===== src/rtl/strength_resolver_pipe.sv =====
// -----------------------------------------------------------------------------
// strength_resolver_pipe
//
// Two-stage pipelined resolver for a multi-driver net. Each transaction carries
// N_DRV drivers, each with a logic value and a 3-bit strength code. The result
// is the Verilog strength-resolution outcome: a 4-state value plus the winning
// strength. The block also keeps a saturating count of contention (x) results
// and a sticky flag that records any contention since reset or the last clear.
//
// Strength codes: 0 highz, 1 small, 2 medium, 3 weak, 4 large, 5 pull,
//                 6 strong, 7 supply.
// Result encoding (res_val): 00 = 0, 01 = 1, 10 = z, 11 = x.
//
// Ports
//   clk             rising-edge clock
//   rst_n           asynchronous active-low reset
//   in_valid        driver vector valid
//   in_ready        pipeline accepts input this cycle
//   drv_val         per-driver logic value, bit i = driver i
//   drv_str         per-driver strength, driver i at [3i+2:3i]
//   out_valid       result valid
//   out_ready       downstream accepts result
//   res_val         resolved value
//   res_str         winning strength (0 when z)
//   cnt_clr         synchronous clear of counter and sticky flag
//   contention_cnt  saturating count of x results accepted downstream
//   contention_seen sticky: an x result was accepted since reset/clear
// -----------------------------------------------------------------------------
module strength_resolver_pipe #(
  parameter int N_DRV = 2,
  parameter int CNT_W = 16
) (
  input  logic                 clk,
  input  logic                 rst_n,
  input  logic                 in_valid,
  output logic                 in_ready,
  input  logic [N_DRV-1:0]     drv_val,
  input  logic [3*N_DRV-1:0]   drv_str,
  output logic                 out_valid,
  input  logic                 out_ready,
  output logic [1:0]           res_val,
  output logic [2:0]           res_str,
  input  logic                 cnt_clr,
  output logic [CNT_W-1:0]     contention_cnt,
  output logic                 contention_seen
);

  localparam logic [1:0] VAL_0 = 2'b00;
  localparam logic [1:0] VAL_1 = 2'b01;
  localparam logic [1:0] VAL_Z = 2'b10;
  localparam logic [1:0] VAL_X = 2'b11;

  // Strongest strength among drivers currently driving the value 'want'.
  // A highz driver contributes 0, so it can never beat the empty-set result.
  function automatic logic [2:0] max_str(input logic [N_DRV-1:0]   val,
                                         input logic [3*N_DRV-1:0] str,
                                         input logic               want);
    logic [2:0] best;
    best = 3'd0;
    for (int i = 0; i < N_DRV; i++) begin
      if ((val[i] == want) && (str[3*i +: 3] > best)) begin
        best = str[3*i +: 3];
      end
    end
    return best;
  endfunction

  // Compare the strongest 1-driver against the strongest 0-driver.
  // Returns {value[1:0], strength[2:0]}.
  function automatic logic [4:0] resolve(input logic [2:0] s1,
                                         input logic [2:0] s0);
    logic [4:0] r;
    if ((s1 == 3'd0) && (s0 == 3'd0)) begin
      r = {VAL_Z, 3'd0};
    end else if (s1 > s0) begin
      r = {VAL_1, s1};
    end else if (s0 > s1) begin
      r = {VAL_0, s0};
    end else begin
      r = {VAL_X, s1};
    end
    return r;
  endfunction

  // Increment that sticks at all-ones.
  function automatic logic [CNT_W-1:0] sat_inc(input logic [CNT_W-1:0] c);
    logic [CNT_W-1:0] r;
    if (&c) begin
      r = c;
    end else begin
      r = c + {{(CNT_W-1){1'b0}}, 1'b1};
    end
    return r;
  endfunction

  logic             advance;
  logic             accept;
  logic             handshake;

  logic [2:0]       s1_p1;
  logic [2:0]       s0_p1;
  logic             vld_p1;
  logic [4:0]       res_p1;

  logic             vld_p2;
  logic [1:0]       res_val_p2;
  logic [2:0]       res_str_p2;

  logic [CNT_W-1:0] cnt;
  logic             seen;

  // The whole pipe moves together; a stalled output freezes every stage,
  // and bubbles are carried rather than squeezed out.
  assign advance   = !vld_p2 || out_ready;
  assign in_ready  = advance;
  assign accept    = in_valid && advance;
  assign handshake = vld_p2 && out_ready;

  // ---- stage 1: per-value strongest driver ----
  always_ff @(posedge clk or negedge rst_n) begin
    if (!rst_n) begin
      vld_p1 <= 1'b0;
    end else if (advance) begin
      vld_p1 <= accept;
    end
  end

  // Data registers carry no reset; they are only meaningful under vld_p1.
  always_ff @(posedge clk) begin
    if (accept) begin
      s1_p1 <= max_str(drv_val, drv_str, 1'b1);
      s0_p1 <= max_str(drv_val, drv_str, 1'b0);
    end
  end

  assign res_p1 = resolve(s1_p1, s0_p1);

  // ---- stage 2: resolved result, drives the outputs ----
  // The result registers are reset so the net reads z while idle after reset;
  // they only load on a valid transaction so bubbles leave them unchanged.
  always_ff @(posedge clk or negedge rst_n) begin
    if (!rst_n) begin
      vld_p2     <= 1'b0;
      res_val_p2 <= VAL_Z;
      res_str_p2 <= 3'd0;
    end else if (advance) begin
      vld_p2 <= vld_p1;
      if (vld_p1) begin
        res_val_p2 <= res_p1[4:3];
        res_str_p2 <= res_p1[2:0];
      end
    end
  end

  assign out_valid = vld_p2;
  assign res_val   = res_val_p2;
  assign res_str   = res_str_p2;

  // ---- contention statistics, counted on the output handshake ----
  // Counting only on handshake means a stalled x result is counted once.
  always_ff @(posedge clk or negedge rst_n) begin
    if (!rst_n) begin
      cnt  <= '0;
      seen <= 1'b0;
    end else if (cnt_clr) begin
      cnt  <= '0;
      seen <= 1'b0;
    end else if (handshake && (res_val_p2 == VAL_X)) begin
      cnt  <= sat_inc(cnt);
      seen <= 1'b1;
    end
  end

  assign contention_cnt  = cnt;
  assign contention_seen = seen;

endmodule


===== config.mk =====
export PLATFORM = sky130hd
export DESIGN_NAME = strength_resolver_pipe
export DESIGN_NICKNAME = d
export VERILOG_FILES = /design/src/rtl/strength_resolver_pipe.sv
export SDC_FILE = /design/constraint.sdc
export NUM_CORES = 1
export LEC_CHECK = 0
export ABC_AREA = 0
export CORE_ASPECT_RATIO = 0.6
export CORE_MARGIN = 4
export CORE_UTILIZATION = 46
export DETAILED_ROUTE_END_ITERATION = 7
export GPL_TIMING_DRIVEN = 0
export MAX_ROUTING_LAYER = met4
export PLACE_DENSITY = 0.76
export SLEW_MARGIN = 20
export SYNTH_ARGS = -nofsm -noshare
export SYNTH_HDL_FRONTEND = slang
export SYNTH_SLANG_ARGS = --single-unit

===== constraint.sdc =====
create_clock -name clk -period 1.5 [get_ports clk]
set_input_delay 0.15 -clock clk [delete_from_list [all_inputs] [get_ports clk]]
set_output_delay 0.15 -clock clk [all_outputs]
set_load 0.02 [all_outputs]

# Word-level counts from Yosys, hierarchy flattened
# Index checks and enable logic that the tools add are counted.
[word_totals] reg_bits=30 out_inout_bits=24 elab_cells=48
[op_classes] n_addsub=1 order_cmp=5 n_eq_ne=2 muxes=14 bitwise_logic=2 n_reduce_logical=16
[op_table] operator="16-bit 2-to-1 mux" n=3
[op_table] operator="3-bit 2-to-1 mux" n=6
[op_table] operator="16-bit by 1-bit adder with 16-bit output (second input constant)" n=1
[op_table] operator="16-bit AND reduction" n=1
[op_table] operator="5-bit 2-to-1 mux" n=3
[op_table] operator="3-bit > comparator" n=4
[op_table] operator="1-bit logical AND" n=8
[op_table] operator="3-bit logical NOT" n=2
[op_table] operator="2-bit AND reduction" n=2
[op_table] operator="3-bit by 1-bit > comparator with 1-bit output (second input constant)" n=1
[op_table] operator="2-bit == test (second input constant)" n=1
[op_table] operator="1-bit 2-to-1 mux" n=2
[op_table] operator="2-bit inequality test (second input constant)" n=1
[op_table] operator="1-bit inverter" n=2
[op_table] operator="2-bit nonzero test" n=1
[op_table] operator="1-bit logical NOT" n=1
[op_table] operator="1-bit logical OR" n=1

# Logic depth before layout (Yosys ltp)
# Gate-level depths: netlist of the first run.
[depth] word_depth=7 depth_mapped=7

# Least setup slack after synthesis of the first run
# Ideal clock, no wire load.
[synth_timing] path_type="in2reg" startpoint="input drv_val[0]" endpoint="register s0_p1[0], data pin" t_arrival_ns=1.561 path_slack_ns=-0.321 path_stages=6 path_buffers=0 path_cell_list="nand2b_1 ha_1 a21o_1 a21oi_1 a311oi_1 mux2_2"
[synth_between] elab_chain_len=7
[synth_lines] element="start: declaration" line="37" source="input logic [N_DRV-1:0] drv_val,"
[synth_lines] element="1-bit inverter *" line="61" source="if ((val[i] == want) && (str[3*i +: 3] > best)) begin"
[synth_lines] element="1-bit logical AND *" line="61"
[synth_lines] element="3-bit 2-to-1 mux *" line="61"
[synth_lines] element="3-bit 2-to-1 mux *" line="130" source="if (accept) begin"
[synth_lines] element="3-bit > comparator" line="61"
[synth_lines] element="1-bit logical AND" line="61"
[synth_lines] element="3-bit 2-to-1 mux *" line="61"
[synth_lines] element="end signal: assignment" line="132" source="s0_p1 <= max_str(drv_val, drv_str, 1'b0);"
[synth_lines] element="end: declaration" line="101" source="logic [2:0] s0_p1;"
# Every way passes the cells marked *; elsewhere a longest branch is shown, timed or not. The select of a mux whose other input is x is not followed.
# A chain may end at the register's enable or synchronous reset.

# Final worst setup path of the first run
[layout_timing] startpoint="register res_val_p2[1], in the netlist res_val[1]" endpoint="register cnt[5], in the netlist contention_cnt[5]"
[layout_between] elab_chain_len=4
[layout_lines] element="start: declaration" line="106" source="logic [1:0] res_val_p2;"
[layout_lines] element="start signal: assignment" line="149" source="res_val_p2 <= res_p1[4:3];"
[layout_lines] element="2-bit == test" line="168" source="end else if (handshake && (res_val_p2 == VAL_X)) begin"
[layout_lines] element="1-bit logical AND" line="168"
[layout_lines] element="2-bit nonzero test (no source line)"
[layout_lines] element="2-bit AND reduction (no source line)"
[layout_lines] element="end signal: assignment" line="169" source="cnt <= sat_inc(cnt);"
[layout_lines] element="end: declaration" line="109" source="logic [CNT_W-1:0] cnt;"
# Every way passes these cells.

==> impl_results.md, run 1 <==
- Root Driver: clkbuf_8
- IO Count: 37
- CP Capture Type: flip-flop
- Post-Syn Area per Cell: roughly 10 um^2
- RSZ-0062 raised after global routing: true
- Setup slack, reg-to-reg: -0.23 ns
- Min Tclk post-route: around 1.7 ns
- Comb pwr share: 32.3%
- Clk_skew: 0.00661 ns
- Yosys cell types: 42
- CTS max path bufs: 2
- Yosys top cell area share: 32.7%
- Overall die width: 87.9 um
- Sw power: between 0.7 and 0.8 mW
- Area grow syn2layout: 66.9%
- CTS Buf Count: 5
- Period utilization: 116%
- Pwr/cell area: roughly 840 nW/um^2
- DRT iter0 DRCs: ~140
- Status: finished with violations
- Core Box Area: 3680 um^2
- Final Worst Setup Slack: -0.234 ns
- CP Data Required Time: around 1.6 ns
- Fin cells: roughly 300
- Pin count of the biggest net entering global routing: 25
- Die Span Y: between 50 and 60 um
- Synth area leaders: dfrtp_1 (33%), edfxtp_1 (10%), ha_1 (7.1%)
- MaxCap Viol Count: 0
- Post-Synthesis Cells: approximately 170
- # rows: 17
- Worst-Skew Late Latency: 0.29 ns
- Area of the multi-input gates: between 1000 and 1500 um^2
- RR Endpoint: contention_cnt[5]$_DFFE_PN0P_
- Crit start category: flip-flop
- Yosys top cell by area: dfrtp_1
- Reg clk slew, reported paths: about 0.070 ns
- Total power: 2.46 mW
- Hold path depth: 3
- Final HPWL DP: about 3100 um
- Clock Sinks: 30
- Die area: around 5000 um^2
- H-tree depth: 2
- Synth warn: 0
- Sw Ratio: a little under a third
- Routed wire length: about 6300 um
- Slew @ Worst Pin: roughly 0.57 ns
- First-pass GRT wire length: 8710 um
- Most common cell in the synthesized netlist: dfrtp_1
- Post-synth top cells: dfrtp_1 (23), nand2_1 (14), nor2_1 (13)
- Min-delay worst type: in -> reg
- Core Util, Final: between 70% and 80%
- Worst Hold End: s0_p1[1]$_DFFE_PP_
- Synth async-reset ratio: 80.0%
- CP Max Fanout: 6
- Pleak: approximately 1.3 nW
- Main synth FF type: dfrtp_1
- 1st-pass router iterations: 4
- Worst vdd ir: between 700 and 800 uV
- Final #Nets: 280
- Hold path start: drv_str[1]
- Post-Syn Nets: approximately 190
- Pint: approximately 1.7 mW
- Crit Path Class: reg -> reg
- Relative slew slack: between 60% and 70%
- Register bit count reported by yosys: 30
- Max Fclk: approximately 0.58 GHz
- Final setup fails: 21
- Total gr overflow: 0
- Seq/Total Area, Yosys: 44.4%
- Number of synthesized flops with an enable pin: 6
- Reg2Reg Launch Point: res_val[1]$_DFFE_PN1P_
- Layout cells sized above 1: between 40% and 50%
- Critical path arrival: approximately 1.9 ns
- DR vias: 1,792
- FF/Latch Area: roughly 790 um^2
- Final GP Congestion: between 0.7 and 0.8
- Power share of the clock group: between 20% and 30%
- Reg power frac: 40.5%
- Initial cell density of the core: between 40% and 50%
- Vias per inst: about 5.9
- Mapped cell area: roughly 1800 um^2
- Placed cells: 252
- Final ANT Viol Nets: 0
- Residual DRC: 0
- ANT cells: 0
- Port Buffers: 36
- GRT Total Usage: 23.6%
- Hold Vio Cnt, Final: 0
- Reg2reg path depth: 7
- Fillcell total: between 150 and 200
- Slew Viols, Final: 0
- Antenna violations before repair: 0
- Vias in the first global route: around 1,700
- Hold_ws: roughly 0.31 ns
- Failing checks: setup timing
- DR WL/cell: about 21 um
- CTS tree: built
-- critical path: stages (launching register included) --
cell and delay, ns:
dfstp_2 0.56, a41o_4 0.22, nand4_1 0.09, buf_6 0.15
buf_4 0.13, a21oi_2 0.14, xnor2_1 0.18, nor2_1 0.10
-- area by class of cell --
| class | instances | area share (%) |
|---|---|---|
| multi-input combinational | 126 | 42.1 |
| sequential | 30 | 26.8 |
| timing repair buffer | 81 | 23.9 |
| clock buffer | 7 | 2.94 |
| tap | 47 | 2.00 |
| inverter | 10 | 1.28 |
| buffer | 3 | 0.767 |
| clock inverter | 1 | 0.170 |
-- power groups by stage --
stage                     logic (mW)  clock network [mW]  registers (mW)
final                          0.794               0.670           0.996
after floorplan                0.234                   0            1.06
after detailed placement       0.534                   0            1.01
after CTS                      0.664               0.665           0.986
after global routing           0.846               0.713            1.00
after global placement         0.513                   0           0.998
-- what timing repair did --
action / CTS / global route
hold endpoints to repair: 0 / 23
hold buffers: 0 / 1
gates resized for setup: 55 / 33
buffers inserted: 27 / 17
setup endpoints to repair: 31 / 32
pin swaps: 22 / 21
gates cloned: 0 / 0
-- stage by stage --
stage / setup TNS, ns / setup WS, ns / cell area, um^2
final: -2.35 / -0.234 / 2940
after global routing: -3.50 / -0.296 / 2940
after CTS: -0.635 / -0.139 / 2690
after detailed placement: -9.47 / -0.812 / 2250
after global placement: -7.87 / -0.724 / 2250
after floorplan: -1.04 / -0.143 / 1830
-- cell usage in the layout (no fill, tap or decap), types with 6 or more instances in the layout --
cell             synthesis  final
nor2_1                  13     12
a211oi_2                 0      7
buf_4                    0     42
clkdlybuf4s50_1          0     16
nand2_1                 14     12
xnor2_1                 10     10
edfxtp_1                 6      6
clkbuf_8                 0      6
dlygate4sd2_1            0      8
dfrtp_1                 23     18
inv_1                   10      8
ha_4                     0      8
-- worst max path at each step --
stage	startpoint	end	slack, ns	depth (start not counted)
after floorplan	res_val[1]$_DFFE_PN1P_	contention_cnt[13]$_DFFE_PN0P_	-0.14	5
after global placement	drv_val[0]	s0_p1[0]$_DFFE_PP_	-0.72	7
after detailed placement	drv_val[0]	s0_p1[0]$_DFFE_PP_	-0.81	7
after CTS	res_val[1]$_DFFE_PN1P_	contention_cnt[13]$_DFFE_PN0P_	-0.14	6
after global routing	res_val[1]$_DFFE_PN1P_	contention_cnt[5]$_DFFE_PN0P_	-0.30	7
final	res_val[1]$_DFFE_PN1P_	contention_cnt[5]$_DFFE_PN0P_	-0.23	7
-- registers in the layout (all words and copies together) (netlist names) --
| signal | count |
|---|---|
| contention_cnt | 16 |
| contention_seen | 1 |
| out_valid | 1 |
| res_str | 3 |
| res_val | 2 |
| s0_p1 | 3 |
| s1_p1 | 3 |
| vld_p1 | 1 |
-- cells by family (layout without fill, tap and decap cells) --
| logic type | after synthesis | count (layout) | share of synthesized area [%] |
|---|---|---|---|
| and+or+nand+nor | 64 | 64 | 22.0 |
| AOI/OAI and AO/OA | 31 | 31 | 11.4 |
| DFF | 30 | 30 | 44.4 |
| buffers and inverters | 13 | 102 | 2.91 |
| muxes | 11 | 11 | 7.11 |
| adders and majority gates | 10 | 10 | 7.11 |
| xor gates and xnor gates | 10 | 10 | 4.97 |
-- routing by layer --
metal  part of all wire (%)  GRT usage, %  vias to the layer above
met3                    7.4          4.29                       24
li1                       -             -                      785
met5                      0             -                        -
met4                    3.0          10.7                        0
met1                     41          30.4                      879
met2                     49          36.1                      104
Power figures use the tool's default switching activity.
==> run 2: changes to the inputs <==
--- a/config.mk
+++ b/config.mk
@@ -7,13 +7,13 @@
 export LEC_CHECK = 0
 export ABC_AREA = 0
 export CORE_ASPECT_RATIO = 0.6
-export CORE_MARGIN = 4
+export CORE_MARGIN = 10
 export CORE_UTILIZATION = 46
 export DETAILED_ROUTE_END_ITERATION = 7
 export GPL_TIMING_DRIVEN = 0
 export MAX_ROUTING_LAYER = met4
 export PLACE_DENSITY = 0.76
-export SLEW_MARGIN = 20
+export SLEW_MARGIN = 15
 export SYNTH_ARGS = -nofsm -noshare
 export SYNTH_HDL_FRONTEND = slang
 export SYNTH_SLANG_ARGS = --single-unit
==> run 2 against run 1 <==
  * The run still ends with setup timing left
  * Sequential cell count unchanged
  * Largest power group unchanged
  * Via count shrank 7.5%
  * Maximum frequency grew 3.0%
  * Design area shrank 4.8%
  * Hold slack lost 0.078 ns
  * Core utilization is 3.8 points lower
  * First-iteration DRC count is 9.6% lower
  * Count of clock-buffer cells in the layout is 1 higher
  * Clock skew is essentially flat
  * Sequential power is essentially flat
  * Highest routed layer unchanged
==> impl_results.md, run 2 (synthesis gave the netlist of run 1 again) <==
- 1st-pass router iterations: 4 (unchanged)
- Fin cells: 293 (-3.9%)
- Min Tclk post-route: 1.68 ns (-0.0505 ns)
- Reg2reg path depth: 6 (-1)
- Pleak: 1.25 nW (-4.8%)
- Critical Path Max Stage Delay: 0.57 ns (about the same)
- Status: finished with violations
- Commonest non-fill, non-tap cell in the layout: buf_4
- Relative slew slack: 63.7% (+1.3 points)
- DR WL/cell: 19.0 um (-8.1%)
- Pin count of the biggest net entering global routing: 25 (unchanged)
- Pwr/cell area: 829 nW/um^2 (-0.98%)
- Failing checks: setup timing
- RR Endpoint: contention_cnt[13]$_DFFE_PN0P_
- Critical Path, Cell by Cell: a41o_4, nand4_1, buf_6, and4bb_2, xnor2_1, nor2_1
- Hold Vio Cnt, Final: 0 (unchanged)
- Slew @ Worst Pin: 0.545 ns (-0.0202 ns)
- Hold path depth: 2 (-1)
- Layout cells sized above 1: 44.3% (-3.0 points)
- CP Capture Type: flip-flop
- FF/Latch Area: 791 um^2 (+0.32%)
- RSZ-0062 raised after global routing: true
- IO Count: 37 (unchanged)
- Final #Nets: 268 (-4.3%)
- H-tree depth: 2 (unchanged)
- CTS tree: built
- Reg2Reg Launch Point: res_val[1]$_DFFE_PN1P_
- DRT iter0 DRCs: 123 (-9.6%)
- Initial cell density of the core: 47.8% (unchanged)
- Period utilization: 112% (-3.4 points)
- Fillcell total: 215 (+9.7%)
- Setup Slack @ Placement: -0.842 ns (-0.0303 ns)
- CP startpoint: res_val[1]$_DFFE_PN1P_
- Slowest CP cell: dfstp_2
- Min-delay worst type: in -> reg
- Area grow syn2layout: 58.8%
- Slew Viols, Final: 0 (unchanged)
- Max Fclk: 0.594 GHz (+3.0%)
- DR vias: 1,658 (-7.5%)
- Final Worst Setup Slack: -0.183 ns (+0.0505 ns)
- Total gr overflow: 0 (unchanged)
- Setup slack, reg-to-reg: -0.18 ns (+0.05 ns)
- # rows: 17 (unchanged)
- CTS Buf Count: 5 (unchanged)
- Port Buffers: 36 (unchanged)
- Crit Path Class: reg -> reg
- CP endpoint: contention_cnt[13]$_DFFE_PN0P_
- Reg clk slew, reported paths: 0.06 ns (about the same)
- Core Box Area: 3680 um^2 (unchanged)
- ANT cells: 0 (unchanged)
- Clock Sinks: 30 (unchanged)
- Worst-Skew Late Latency: 0.29 ns (about the same)
- First-pass GRT wire length: 8160 um (-6.3%)
- Die Span Y: 67.9 um (+21%)
- MaxCap Viol Count: 0 (unchanged)
- CP Data Required Time: 1.65 ns (about the same)
- Final GP Congestion: 0.820 (+12%)
- CP Max Fanout: 6 (unchanged)
- GRT Total Usage: 15.7% (-7.8 points)
- Placed cells: 252 (unchanged)
- Root Driver: clkbuf_8
- TNS Setup: -1.88 ns (+0.462 ns)
- Overall die width: 99.9 um (+14%)
- Vias per inst: 5.66 (-3.7%)
- Antenna violations before repair: 0 (unchanged)
- Final HPWL DP: 3390 um (+7.7%)
- Final setup fails: 19 (-9.5%)
- Commonest cells after routing, fill and taps aside: buf_4 (31), dfrtp_1 (16), clkdlybuf4s50_1 (13)
- Crit start category: flip-flop
- Max FFs per register: 16 (unchanged)
- Residual DRC: 0 (unchanged)
- Hold_ws: 0.231 ns (-0.0779 ns)
- Critical path arrival: 1.83 ns (-0.04 ns)
- Final ANT Viol Nets: 0 (unchanged)
- Die area: 6780 um^2 (+38%)
- Vias in the first global route: 1,676 (-3.7%)
- Clk_skew: 0.00695 ns (+0.000340 ns)
- Worst vdd ir: 606 uV (-22%)
- CTS max path bufs: 2 (unchanged)
- Area of the multi-input gates: 1210 um^2 (-2.4%)
- Routed wire length: 5560 um (-12%)
==> run 2: changes by cell type in the layout (fill, tap and decap cells not counted), moves of 3 or more <==
| cell | previous run | this run |
|---|---|---|
| buf_4 | 42 | 31 |
| buf_6 | 5 | 2 |
| clkdlybuf4s50_1 | 16 | 13 |
| dlygate4sd2_1 | 8 | 11 |
| ha_4 | 8 | 5 |
==> run 2: area by class of cell <==
cell class	count	share of cell area, %
plain buffers	3	0.716
repair buffers	69	21.5
clock buffers	8	2.86
inverters	10	1.34
multi-input cells	126	43.2
flip-flops and latches	30	28.3
well taps	47	2.10
==> run 2: worst min path at each step <==
stage / from / endpoint / slack, ns
after CTS: drv_str[4] / s1_p1[1]$_DFFE_PP_ / 0.34
after floorplan: rst_n / contention_cnt[0]$_DFFE_PN0P_ / -0.15
final: drv_str[3] / s1_p1[0]$_DFFE_PP_ / 0.23
after global placement: res_str[0]$_DFFE_PN0P_ / res_str[0]$_DFFE_PN0P_ / 0.46
after detailed placement: vld_p1$_DFFE_PN0N_ / out_valid$_DFFE_PN0N_ / 0.48
after global routing: drv_str[3] / s1_p1[0]$_DFFE_PP_ / 0.24
==> run 2: report_power, final <==
part | internal (mW) | switching [mW] | total (mW)
Sequential | 0.919 | 0.0752 | 0.994
Combinational | 0.360 | 0.341 | 0.701
Clock | 0.329 | 0.295 | 0.624
Total | 1.61 | 0.711 | 2.32
==> run 2: layer usage <==
metal	up-vias	global-route usage, %	wire (um)
li1	767	-	-
met1	820	17.9	2350
met2	59	26.0	2750
met3	12	4.02	335
met4	0	7.30	129
met5	-	-	0
==> run 2: stage by stage <==
stage | utilization [%] | area [um^2] | total power [mW]
finish | 76.0 | 2800 | 2.32
global route | 76.0 | 2800 | 2.42
CTS | 71.0 | 2610 | 2.25
detailed placement | 61.1 | 2250 | 1.54
global placement | 61.1 | 2250 | 1.52
floorplan | - | 1830 | 1.29
==> run 2: timing repair <==
action                                  4_1_cts  5_1_grt
endpoints found under the setup margin       33       33
buffers inserted                             21       12
pin swaps                                    26       18
hold buffers                                  0        1
hold endpoints to repair                      0       23
resized for setup                            60       31
==> run 2: critical path, delay by kind of cell (launching register included) <==
| kind | cells | cell delay (ns) |
|---|---|---|
| flops | 1 | 0.57 |
| compound gates | 1 | 0.22 |
| xor+xnor | 1 | 0.11 |
| simple gates | 3 | 0.46 |
| buf+inv | 1 | 0.17 |
